--- config.mk ---
export PLATFORM = sky130hd
export DESIGN_NAME = dft_float_addsub_pipe
export DESIGN_NICKNAME = d
export VERILOG_FILES = /design/src/rtl/dft_float_addsub_pipe.sv
export SDC_FILE = /design/constraint.sdc
export NUM_CORES = 1
export LEC_CHECK = 0
export BUFFER_PORTS_ARGS = -buffer_cell sky130_fd_sc_hd__buf_4
export CORE_MARGIN = 4
export CORE_UTILIZATION = 25
export DETAILED_ROUTE_END_ITERATION = 10
export PLACE_DENSITY_LB_ADDON = 0.05
export SKIP_LAST_GASP = 1
export SYNTH_ARGS = -nofsm -noshare
export SYNTH_HDL_FRONTEND = slang
export SYNTH_SLANG_ARGS = --single-unit
--- constraint.sdc ---
create_clock -name aclk -period 16.9 [get_ports aclk]
set_input_delay 0.845 -clock aclk [delete_from_list [all_inputs] [get_ports aclk]]
set_output_delay 0.845 -clock aclk [all_outputs]
set_load 0.05 [all_outputs]
--- src/rtl/dft_float_addsub_pipe.sv ---
// Pipelined floating-point add/subtract. Subnormals flush to zero, results round to nearest-even.
// Stage 1 unpacks and orders the operands; align/add/normalise/round feed the output register.
module dft_float_addsub_pipe #(
  parameter int EW     = 8,
  parameter int MW     = 23,
  parameter int STAGES = 2
) (
  input  logic           aclk,
  input  logic           arst,
  input  logic           astall,
  input  logic           in_valid,
  input  logic           sub,
  input  logic           a_sign,
  input  logic [EW-1:0]  a_exp,
  input  logic [MW-1:0]  a_man,
  input  logic           b_sign,
  input  logic [EW-1:0]  b_exp,
  input  logic [MW-1:0]  b_man,
  output logic [EW+MW:0] x,
  output logic           out_valid
);
  localparam int XW = 1 + EW + MW;
  localparam int FW = MW + 4;  // hidden bit, stored mantissa, guard, round, sticky
  localparam int EXP_MAX = (1 << EW) - 1;
  localparam logic [EW-1:0] EXP_ONES = {EW{1'b1}};
  localparam logic [XW-1:0] QNAN = {1'b0, EXP_ONES, 1'b1, {(MW-1){1'b0}}};

  typedef struct packed {
    logic          valid;
    logic          spec;
    logic [XW-1:0] spec_x;
    logic          sign;
    logic          eff_sub;
    logic [EW-1:0] exp_l;
    logic [EW-1:0] diff;
    logic [MW:0]   man_l;
    logic [MW:0]   man_s;
  } s1_t;

  logic             w_b_sign, w_a_zero, w_b_zero, w_a_inf, w_b_inf, w_a_nan, w_b_nan, w_a_big;
  logic [EW+MW-1:0] w_a_key, w_b_key;
  logic [MW:0]      w_a_mant, w_b_mant;
  s1_t              w_s1, w_back;

  always_comb begin
    w_b_sign = b_sign ^ sub;
    w_a_zero = (a_exp == '0);
    w_b_zero = (b_exp == '0);
    w_a_inf  = (a_exp == EXP_ONES) && (a_man == '0);
    w_b_inf  = (b_exp == EXP_ONES) && (b_man == '0);
    w_a_nan  = (a_exp == EXP_ONES) && (a_man != '0);
    w_b_nan  = (b_exp == EXP_ONES) && (b_man != '0);
    w_a_key  = w_a_zero ? '0 : {a_exp, a_man};
    w_b_key  = w_b_zero ? '0 : {b_exp, b_man};
    w_a_mant = w_a_zero ? '0 : {1'b1, a_man};
    w_b_mant = w_b_zero ? '0 : {1'b1, b_man};
    w_a_big  = (w_a_key >= w_b_key);
    w_s1 = '0;
    // Bubbles carry all-zero data so nothing downstream can go X.
    if (in_valid) begin
      w_s1.valid   = 1'b1;
      w_s1.eff_sub = a_sign ^ w_b_sign;
      if (w_a_big) begin
        w_s1.sign  = a_sign;
        w_s1.exp_l = a_exp;
        w_s1.diff  = a_exp - b_exp;
        w_s1.man_l = w_a_mant;
        w_s1.man_s = w_b_mant;
      end else begin
        w_s1.sign  = w_b_sign;
        w_s1.exp_l = b_exp;
        w_s1.diff  = b_exp - a_exp;
        w_s1.man_l = w_b_mant;
        w_s1.man_s = w_a_mant;
      end
      if (w_a_nan || w_b_nan || (w_a_inf && w_b_inf && (a_sign != w_b_sign))) begin
        w_s1.spec   = 1'b1;
        w_s1.spec_x = QNAN;
      end else if (w_a_inf) begin
        w_s1.spec   = 1'b1;
        w_s1.spec_x = {a_sign, EXP_ONES, {MW{1'b0}}};
      end else if (w_b_inf) begin
        w_s1.spec   = 1'b1;
        w_s1.spec_x = {w_b_sign, EXP_ONES, {MW{1'b0}}};
      end else if (w_a_zero && w_b_zero) begin
        w_s1.spec   = 1'b1;
        w_s1.spec_x = {a_sign & w_b_sign, {(EW+MW){1'b0}}};
      end
    end
  end

  generate
    if (STAGES == 1) begin : g_comb_front
      assign w_back = w_s1;
    end else begin : g_reg_front
      s1_t r_front [STAGES-1];
      always_ff @(posedge aclk) begin
        if (arst) begin
          for (int i = 0; i < STAGES-1; i++) r_front[i] <= '0;
        end else if (!astall) begin
          r_front[0] <= w_s1;
          for (int i = 1; i < STAGES-1; i++) r_front[i] <= r_front[i-1];
        end
      end
      assign w_back = r_front[STAGES-2];
    end
  endgenerate

  function automatic int lzc(input logic [FW-1:0] v);
    int n;
    n = FW;
    for (int i = 0; i < FW; i++) if (v[i]) n = FW - 1 - i;
    return n;
  endfunction

  logic [FW-1:0] w_ext_s, w_align, w_norm;
  logic          w_sticky, w_rnd_up;
  logic [FW:0]   w_sum;
  int            w_lz, w_exp_n, w_exp_r;
  logic [MW+1:0] w_mant_r;
  logic [MW-1:0] w_man_out;
  logic [XW-1:0] w_res;

  always_comb begin
    w_ext_s  = {w_back.man_s, 3'b000};
    w_sticky = |(w_ext_s & ~({FW{1'b1}} << w_back.diff));
    w_align  = (w_ext_s >> w_back.diff) | {{(FW-1){1'b0}}, w_sticky};
    if (w_back.eff_sub) w_sum = {1'b0, w_back.man_l, 3'b000} - {1'b0, w_align};
    else                w_sum = {1'b0, w_back.man_l, 3'b000} + {1'b0, w_align};
    w_lz = 0;
    if (w_sum[FW]) begin
      w_norm  = w_sum[FW:1] | {{(FW-1){1'b0}}, w_sum[0]};
      w_exp_n = int'(w_back.exp_l) + 1;
    end else begin
      w_lz    = lzc(w_sum[FW-1:0]);
      w_norm  = w_sum[FW-1:0] << w_lz;
      w_exp_n = int'(w_back.exp_l) - w_lz;
    end
    // Ties go to the even neighbour: round up only when the kept LSB is odd.
    w_rnd_up = w_norm[2] & (w_norm[1] | w_norm[0] | w_norm[3]);
    w_mant_r = {1'b0, w_norm[FW-1:3]} + {{(MW+1){1'b0}}, w_rnd_up};
    if (w_mant_r[MW+1]) begin
      w_man_out = w_mant_r[MW:1];
      w_exp_r   = w_exp_n + 1;
    end else begin
      w_man_out = w_mant_r[MW-1:0];
      w_exp_r   = w_exp_n;
    end
    if (w_back.spec)             w_res = w_back.spec_x;
    else if (w_sum == '0)        w_res = '0;
    else if (w_exp_r >= EXP_MAX) w_res = {w_back.sign, EXP_ONES, {MW{1'b0}}};
    else if (w_exp_r <= 0)       w_res = {w_back.sign, {(EW+MW){1'b0}}};
    else                         w_res = {w_back.sign, w_exp_r[EW-1:0], w_man_out};
  end

  logic [XW-1:0] r_x;
  logic          r_out_valid;

  always_ff @(posedge aclk) begin
    if (arst) begin
      r_x         <= '0;
      r_out_valid <= 1'b0;
    end else if (!astall) begin
      r_x         <= w_res;
      r_out_valid <= w_back.valid;
    end
  end

  assign x         = r_x;
  assign out_valid = r_out_valid;
endmodule

==> results of run 1 <==
stage by stage:
step / total power [mW] / cells / hold slack (ns) / cell area [sq um] / worst slack, ns
floorplan: 1.25 / 2146 / 0.418 / 15900 / 7.88
global placement: 1.71 / 2994 / 0.452 / 17400 / 4.97
detailed placement: 1.68 / 2994 / 0.456 / 17400 / 5.19
CTS: 1.91 / 3010 / 0.475 / 17700 / 5.12
global route: 2.05 / 3010 / 0.492 / 17700 / 3.98
finish: 1.93 / 3010 / 0.469 / 17700 / 4.85
final cells by class:
type	count	area [sq um]	area share [%]
Multi-Input combinational cell	1787	12100	68.4
Clock buffer	10	229	1.29
Inverter	128	480	2.71
Tap cell	846	1060	5.97
Sequential cell	104	2790	15.7
Timing Repair Buffer	129	968	5.46
Clock inverter	6	67.6	0.381
where the power goes:
part / total [mW] / switching, mW / internal [mW]
Clock: 0.223 / 0.119 / 0.104
Sequential: 0.332 / 0.0313 / 0.301
Combinational: 1.37 / 0.925 / 0.445
registers in the layout, indices dropped and copies added, names as in the netlist:
name	cells
x	32
out_valid	1
g_reg_front.r_front	71
per-layer routing:
metal  part of all wire, %  up-vias  global-route usage, %  wire, um
met3                   5.7       84                   2.77      4050
met5                     0        -                      0         0
met4                   2.3        0                   5.28      1610
met1                    48     8285                   29.2     33700
met2                    44      595                   31.7     31100
li1                      -     8093                      -         -
cells in the mapped netlist, drive strengths merged (22+ instances only):
cell type and n:
clkbuf 84, o22ai 23, or3 24, xor2 22
a21o 43, nand2b 34, ha 105, a221oi 22
a211oi 35, nand3 60, inv 125, a31oi 25
dfxtp 33, nor4 37, and2 65, mux2i 75
nand4 30, and3 23, nor2b 25, nor2 244
buf 43, nand2 174, nor3 56, xnor2 42
o211ai 30, o21ai 111, a21oi 162, edfxtp 71
cells by family after synthesis:
group | count (synthesis) | synth area share, %
muxes | 99 | 7.00
AOI/OAI and AO/OA | 678 | 30.1
and+or+nand+nor | 837 | 26.7
adders and majority gates | 109 | 8.75
xor gates and xnor gates | 64 | 3.52
buffers and inverters | 255 | 6.44
DFF | 104 | 17.5
how the worst max path moves through the flow:
stage / startpoint / to / depth (start not counted)
after floorplan: g_reg_front.r_front[0][48]$_SDFFCE_PN0P_ / x[11]$_SDFFE_PP0N_ / 44
after global placement: g_reg_front.r_front[0][55]$_SDFFCE_PN0P_ / x[1]$_SDFFE_PP0N_ / 33
after detailed placement: g_reg_front.r_front[0][55]$_SDFFCE_PN0P_ / x[5]$_SDFFE_PP0N_ / 33
after CTS: g_reg_front.r_front[0][55]$_SDFFCE_PN0P_ / x[5]$_SDFFE_PP0N_ / 33
after global routing: g_reg_front.r_front[0][55]$_SDFFCE_PN0P_ / x[1]$_SDFFE_PP0N_ / 33
final: g_reg_front.r_front[0][55]$_SDFFCE_PN0P_ / x[5]$_SDFFE_PP0N_ / 33
worst register-to-register path: cells and delay by family, from the launching register on:
family	cells	cell delay, ns
adder cells (fa/ha/maj)	2	0.65
AO/OA/AOI/OAI	11	4.50
AND/OR/NAND/NOR	15	5.44
flip-flops	1	0.56
buffers and inverters	3	0.25
multiplexers	2	0.60
==> results.md, run 1 <==
- Status: complete, no violations
- Net Count, Synth: 2324
- Post-synth design cell area: 0.0159 sq mm
- Worst R2R End: x[5]$_SDFFE_PP0N_
- Hold Vio Cnt, Final: 0
- Die area: about 0.068 sq mm
- Pin count of the biggest net entering global routing: 72
- YS warnings: 0
- CTS tree: yes
- First-pass GRT wire length: 105000 um
- Critical path's largest stage delay: 0.84 ns
- Post-synth EDFFs: 71
- Setup TNS: 0 ns
- Setup bufs post-CTS: 0
- Clock Latency Late Sink: 0.40 ns
- Ranking of synthesized cells by area: edfxtp_1, ha_1, nor2_1
- Initial core utilization: 25.3%
- Final net count: 2337
- Worst EP arrival: 12.38 ns
- Asr flop ratio synth: 0%
- Maxcap violations: 0
- Number of buffers added on ports: 101
- Gr ovfl total: 0
- Slowest-stage cell, CP: a21oi_2
- CP Launch Type: register
- Finished Core Util: 28.1%
- Core Region: 0.0631 sq mm
- R2R depth: 33
- R2r setup slk: 4.85 ns
- Setup violation total in the final timing report: 0
- Cts repair resizes: 0
- Fillers: 7077
- IO Pins: 102
- Antenna cells: 0
- Worst EP required: 17.23 ns
- Layout area overhead: 11.3%
- Most used cell, CP: inv_1
- Worst VDD drop: 54.7 uV
- Synth area leader: edfxtp_1
- CTS Buffer Depth: 2
- LEAKAGE: 7.14 nW
- Gpl congestion: 0.912
- Yosys top cell area share: 13.4%
- Maximum net fanout on the critical path: 23
- Final slew viol count: 0
- Wire per inst: 23.4 um
- RR Startpoint: g_reg_front.r_front[0][55]$_SDFFCE_PN0P_
- Die X: 260 um
- DRT antenna net count: 0
- Slew @ Worst Pin: 1.36 ns
- Mean Syn Cell Area: roughly 7.4 sq um
- RSZ-0062 raised after global routing: no
- Synth Instances: 2146
- Hold/Removal Path Class: register to register
- Initial antenna violation count: 2
- Hold EP: x[31]$_SDFFE_PP0N_
- Final Cycle Share: about 70%
- Distinct cells, synth: 113
- Clock Skew: 0.0125 ns
- Hold Path Depth: 2
- Clk Tree Root Cell: clkbuf_16
- #FFs+latches synth: ~100
- Hold_buf cts: 0
- Ys flop type: edfxtp_1
- Fmax: just over 0.08 GHz
- Via count: 17.1k
- TritonRoute pass-1 iters: 7
- CP endpoint kind: register
- DP HPWL: about 57000 um
- Drt drc: 0
- Worst-path clk slew: 0.08 ns
- Worst Hold Launch: g_reg_front.r_front[0][65]$_SDFFCE_PN0P_
- P per Cell Area: 109 mW/mm^2
- Gr usage total: 20.2%
- Vias in the first global route: 16.6k
- Cts bufs inserted: 9
- Slew margin rel.: under 10%
- Die Ht: ~260 um
- Clock sink count: 104
- Min Tclk post-route: around 12 ns
- Critical setup path kind: register to register
- Register area share after synthesis: 17.5%
- Initial DRC count: 1390
- Top delay family on crit path: simple AND/OR/NAND/NOR gates
- Most common cell after layout, fill and taps aside: nor2_1
- Num rows: a little over 90
- Critical path buffers and inverters: 3
- Share of cells above drive strength 1: 10.8%
- WL final: 70500 um
- Vias/cell: 5.67
- Most frequent cells in the layout: nor2_1, nand2_1, a21oi_1
- H-Tree Depth: 3
(Power assumes the default switching activity.)
==> inputs of run 2 (changes only) <==
- clock period: 16.9 -> 10 ns (I/O delays scaled with it)
==> run 2 against run 1 <==
Compared with the run above:
- maximum frequency increased by 26%
- final area increased by 6.9%
- critical path depth up 10
- die area did not move
- worst hold slack worse by 0.12 ns
- clock skew grew 0.0022 ns
- first-iteration DRC count rose by 27%
- critical path type unchanged
- critical endpoint is now x[16]$_SDFFE_PP0N_
==> results.md, run 2 (same netlist as run 1, synthesis figures left out) <==
- Slew @ Worst Pin: 1.24 ns (-0.120 ns)
- Cts bufs inserted: 9 (unchanged)
- Met2 WL: 32200 um (+3.4%)
- Gr usage total: 20.9% (+0.72 points)
- Fin cells: 3159 (+5.0%)
- Slowest-stage cell, CP: mux4_2
- Top Layer Used: met5
- Total chip power: 3.55 mW (+84%)
- P per Cell Area: 187 mW/mm^2 (+72%)
- Maxcap violations: 0 (unchanged)
- Worst EP arrival: 9.83 ns (-2.55 ns)
- Setup violation total in the final timing report: 0 (unchanged)
- H-Tree Depth: 3 (unchanged)
- IO Pins: 102 (unchanged)
- CTS Buffer Depth: 2 (unchanged)
- Gr ovfl total: 0 (unchanged)
- Post-Place Cell Area: 0.0184 sq mm (+5.7%)
- DP HPWL: 59400 um (+4.8%)
- Register Area: 0.00279 sq mm (unchanged)
- Most common cell after layout, fill and taps aside: buf_4
- Top delay family on crit path: compound AO/OA/AOI/OAI gates
- Clk Tree Root Cell: clkbuf_16
- Num rows: 92 (unchanged)
- Post-place setup slack: 0.00275 ns (-5.19 ns)
- Maximum net fanout on the critical path: 17 (-26%)
- Final slew viol count: 0 (unchanged)
- Routed wl met3: 4650 um (+15%)
- Worst EP required: 10.28 ns (-6.95 ns)
- Clock Skew: 0.0147 ns (+0.00220 ns)
- Share of cells above drive strength 1: 17.0% (+6.3 points)
- Vias in the first global route: 17.2k (+3.6%)
- Max reg flops: 71 (unchanged)
- Most frequent cells in the layout: buf_4, nor2_1, nand2_1
- TritonRoute pass-1 iters: 6 (-1)
- Vias/cell: 5.60 (-1.1%)
- Metal-1 WL: 34500 um (+2.3%)
- Status: complete, no violations
- Placed cell count: 3122 (+4.3%)
- Die Ht: 260 um (unchanged)
- Hold_buf cts: 0 (unchanged)
- CP endpoint kind: register
- Worst-path clk slew: 0.08 ns (about the same)
- CTS tree: yes
- LEAKAGE: 7.89 nW (+10%)
- Finished Core Util: 30.1% (+1.9 points)
- Gpl congestion: 0.948 (+4.0%)
- Final WS setup: 0.452 ns (-4.40 ns)
- Worst VDD drop: 89.6 uV (+64%)
- Hold Vio Cnt, Final: 0 (unchanged)
- Via count: 17.7k (+3.8%)
- Initial antenna violation count: 3 (+1)
- Reg with most FFs: g_reg_front.r_front
- Hold/Removal Path Class: input port to register
- Critical path buffers and inverters: 7 (+4)
- RSZ-0062 raised after global routing: no
- Wire per inst: 23.1 um (-1.2%)
- Initial DRC count: 1761 (+27%)
- Initial core utilization: 25.3% (unchanged)
- First-pass GRT wire length: 110000 um (+3.9%)
- Drt drc: 0 (unchanged)
- Most used cell, CP: nor2_1
- Pin count of the biggest net entering global routing: 91 (+26%)
- Core Region: 0.0631 sq mm (unchanged)
- Slew margin rel.: 16.8% (+8.2 points)
- Clock Latency Late Sink: 0.39 ns (about the same)
- Clock sink count: 104 (unchanged)
- Setup TNS: 0 ns (unchanged)
- Post-route cell area: 0.0190 sq mm (+6.9%)
- DRT antenna net count: 0 (unchanged)
- Critical path's largest stage delay: 0.50 ns (-0.34 ns)
- Die area: 0.0678 sq mm (unchanged)
- Fmax: 0.105 GHz (+26%)
- Fillers: 7008 (-0.97%)
- Hold Worst Slack: 0.346 ns (-0.122 ns)
- Die X: 260 um (unchanged)
- Multi-input logic area: 0.0122 sq mm (+0.87%)
- Final Cycle Share: 95.5% (+24 points)
- CP Launch Type: register
- Final net count: 2485 (+6.3%)
- Critical setup path kind: register to register
- WL final: 73100 um (+3.6%)
- Layout area overhead: 19.0%
- Min Tclk post-route: 9.55 ns (-2.50 ns)
- Number of buffers added on ports: 101 (unchanged)
-- run 2: area by class of cell --
cell class | count | share of cell area (%)
diodes | 1 | 0.0132
clock buffers | 10 | 1.21
clock inverters | 6 | 0.277
inverters | 128 | 2.55
multi-input cells | 1788 | 64.6
flip-flops and latches | 104 | 14.7
well taps | 846 | 5.58
repair buffers | 276 | 11.1
-- run 2: worst paths after layout --
| check | start | end | slack [ns] | cells after the start |
|---|---|---|---|---|
| hold / removal | arst | out_valid$_SDFFE_PP0N_ | 0.35 | 2 |
| setup reg to reg | g_reg_front.r_front[0][48]$_SDFFCE_PN0P_ | x[16]$_SDFFE_PP0N_ | 0.45 | 43 |
| setup / recovery | g_reg_front.r_front[0][48]$_SDFFCE_PN0P_ | x[16]$_SDFFE_PP0N_ | 0.45 | 43 |
| hold reg to reg | g_reg_front.r_front[0][65]$_SDFFCE_PN0P_ | x[31]$_SDFFE_PP0N_ | 0.46 | 2 |
-- run 2: layer usage --
| layer | track usage (%) | vias to the layer above |
|---|---|---|
| met3 | 3.77 | 99 |
| met5 | 0 | - |
| met1 | 29.7 | 8606 |
| met4 | 5.22 | 4 |
| li1 | - | 8397 |
| met2 | 32.9 | 597 |
-- run 2: repair_timing --
item / CTS / global route
endpoints found under the setup margin: 23 / 31
gates resized for setup: 1 / 18
pin swaps: 0 / 3
buffers inserted: 1 / 18
gates cloned: 0 / 1
-- run 2: report_power, final --
| part | internal (mW) | leakage [nW] | total [mW] | switching (mW) |
|---|---|---|---|---|
| Combinational | 0.975 | 6.71 | 2.61 | 1.63 |
| Sequential | 0.509 | 1.04 | 0.568 | 0.0593 |
| Clock | 0.174 | 0.141 | 0.373 | 0.198 |
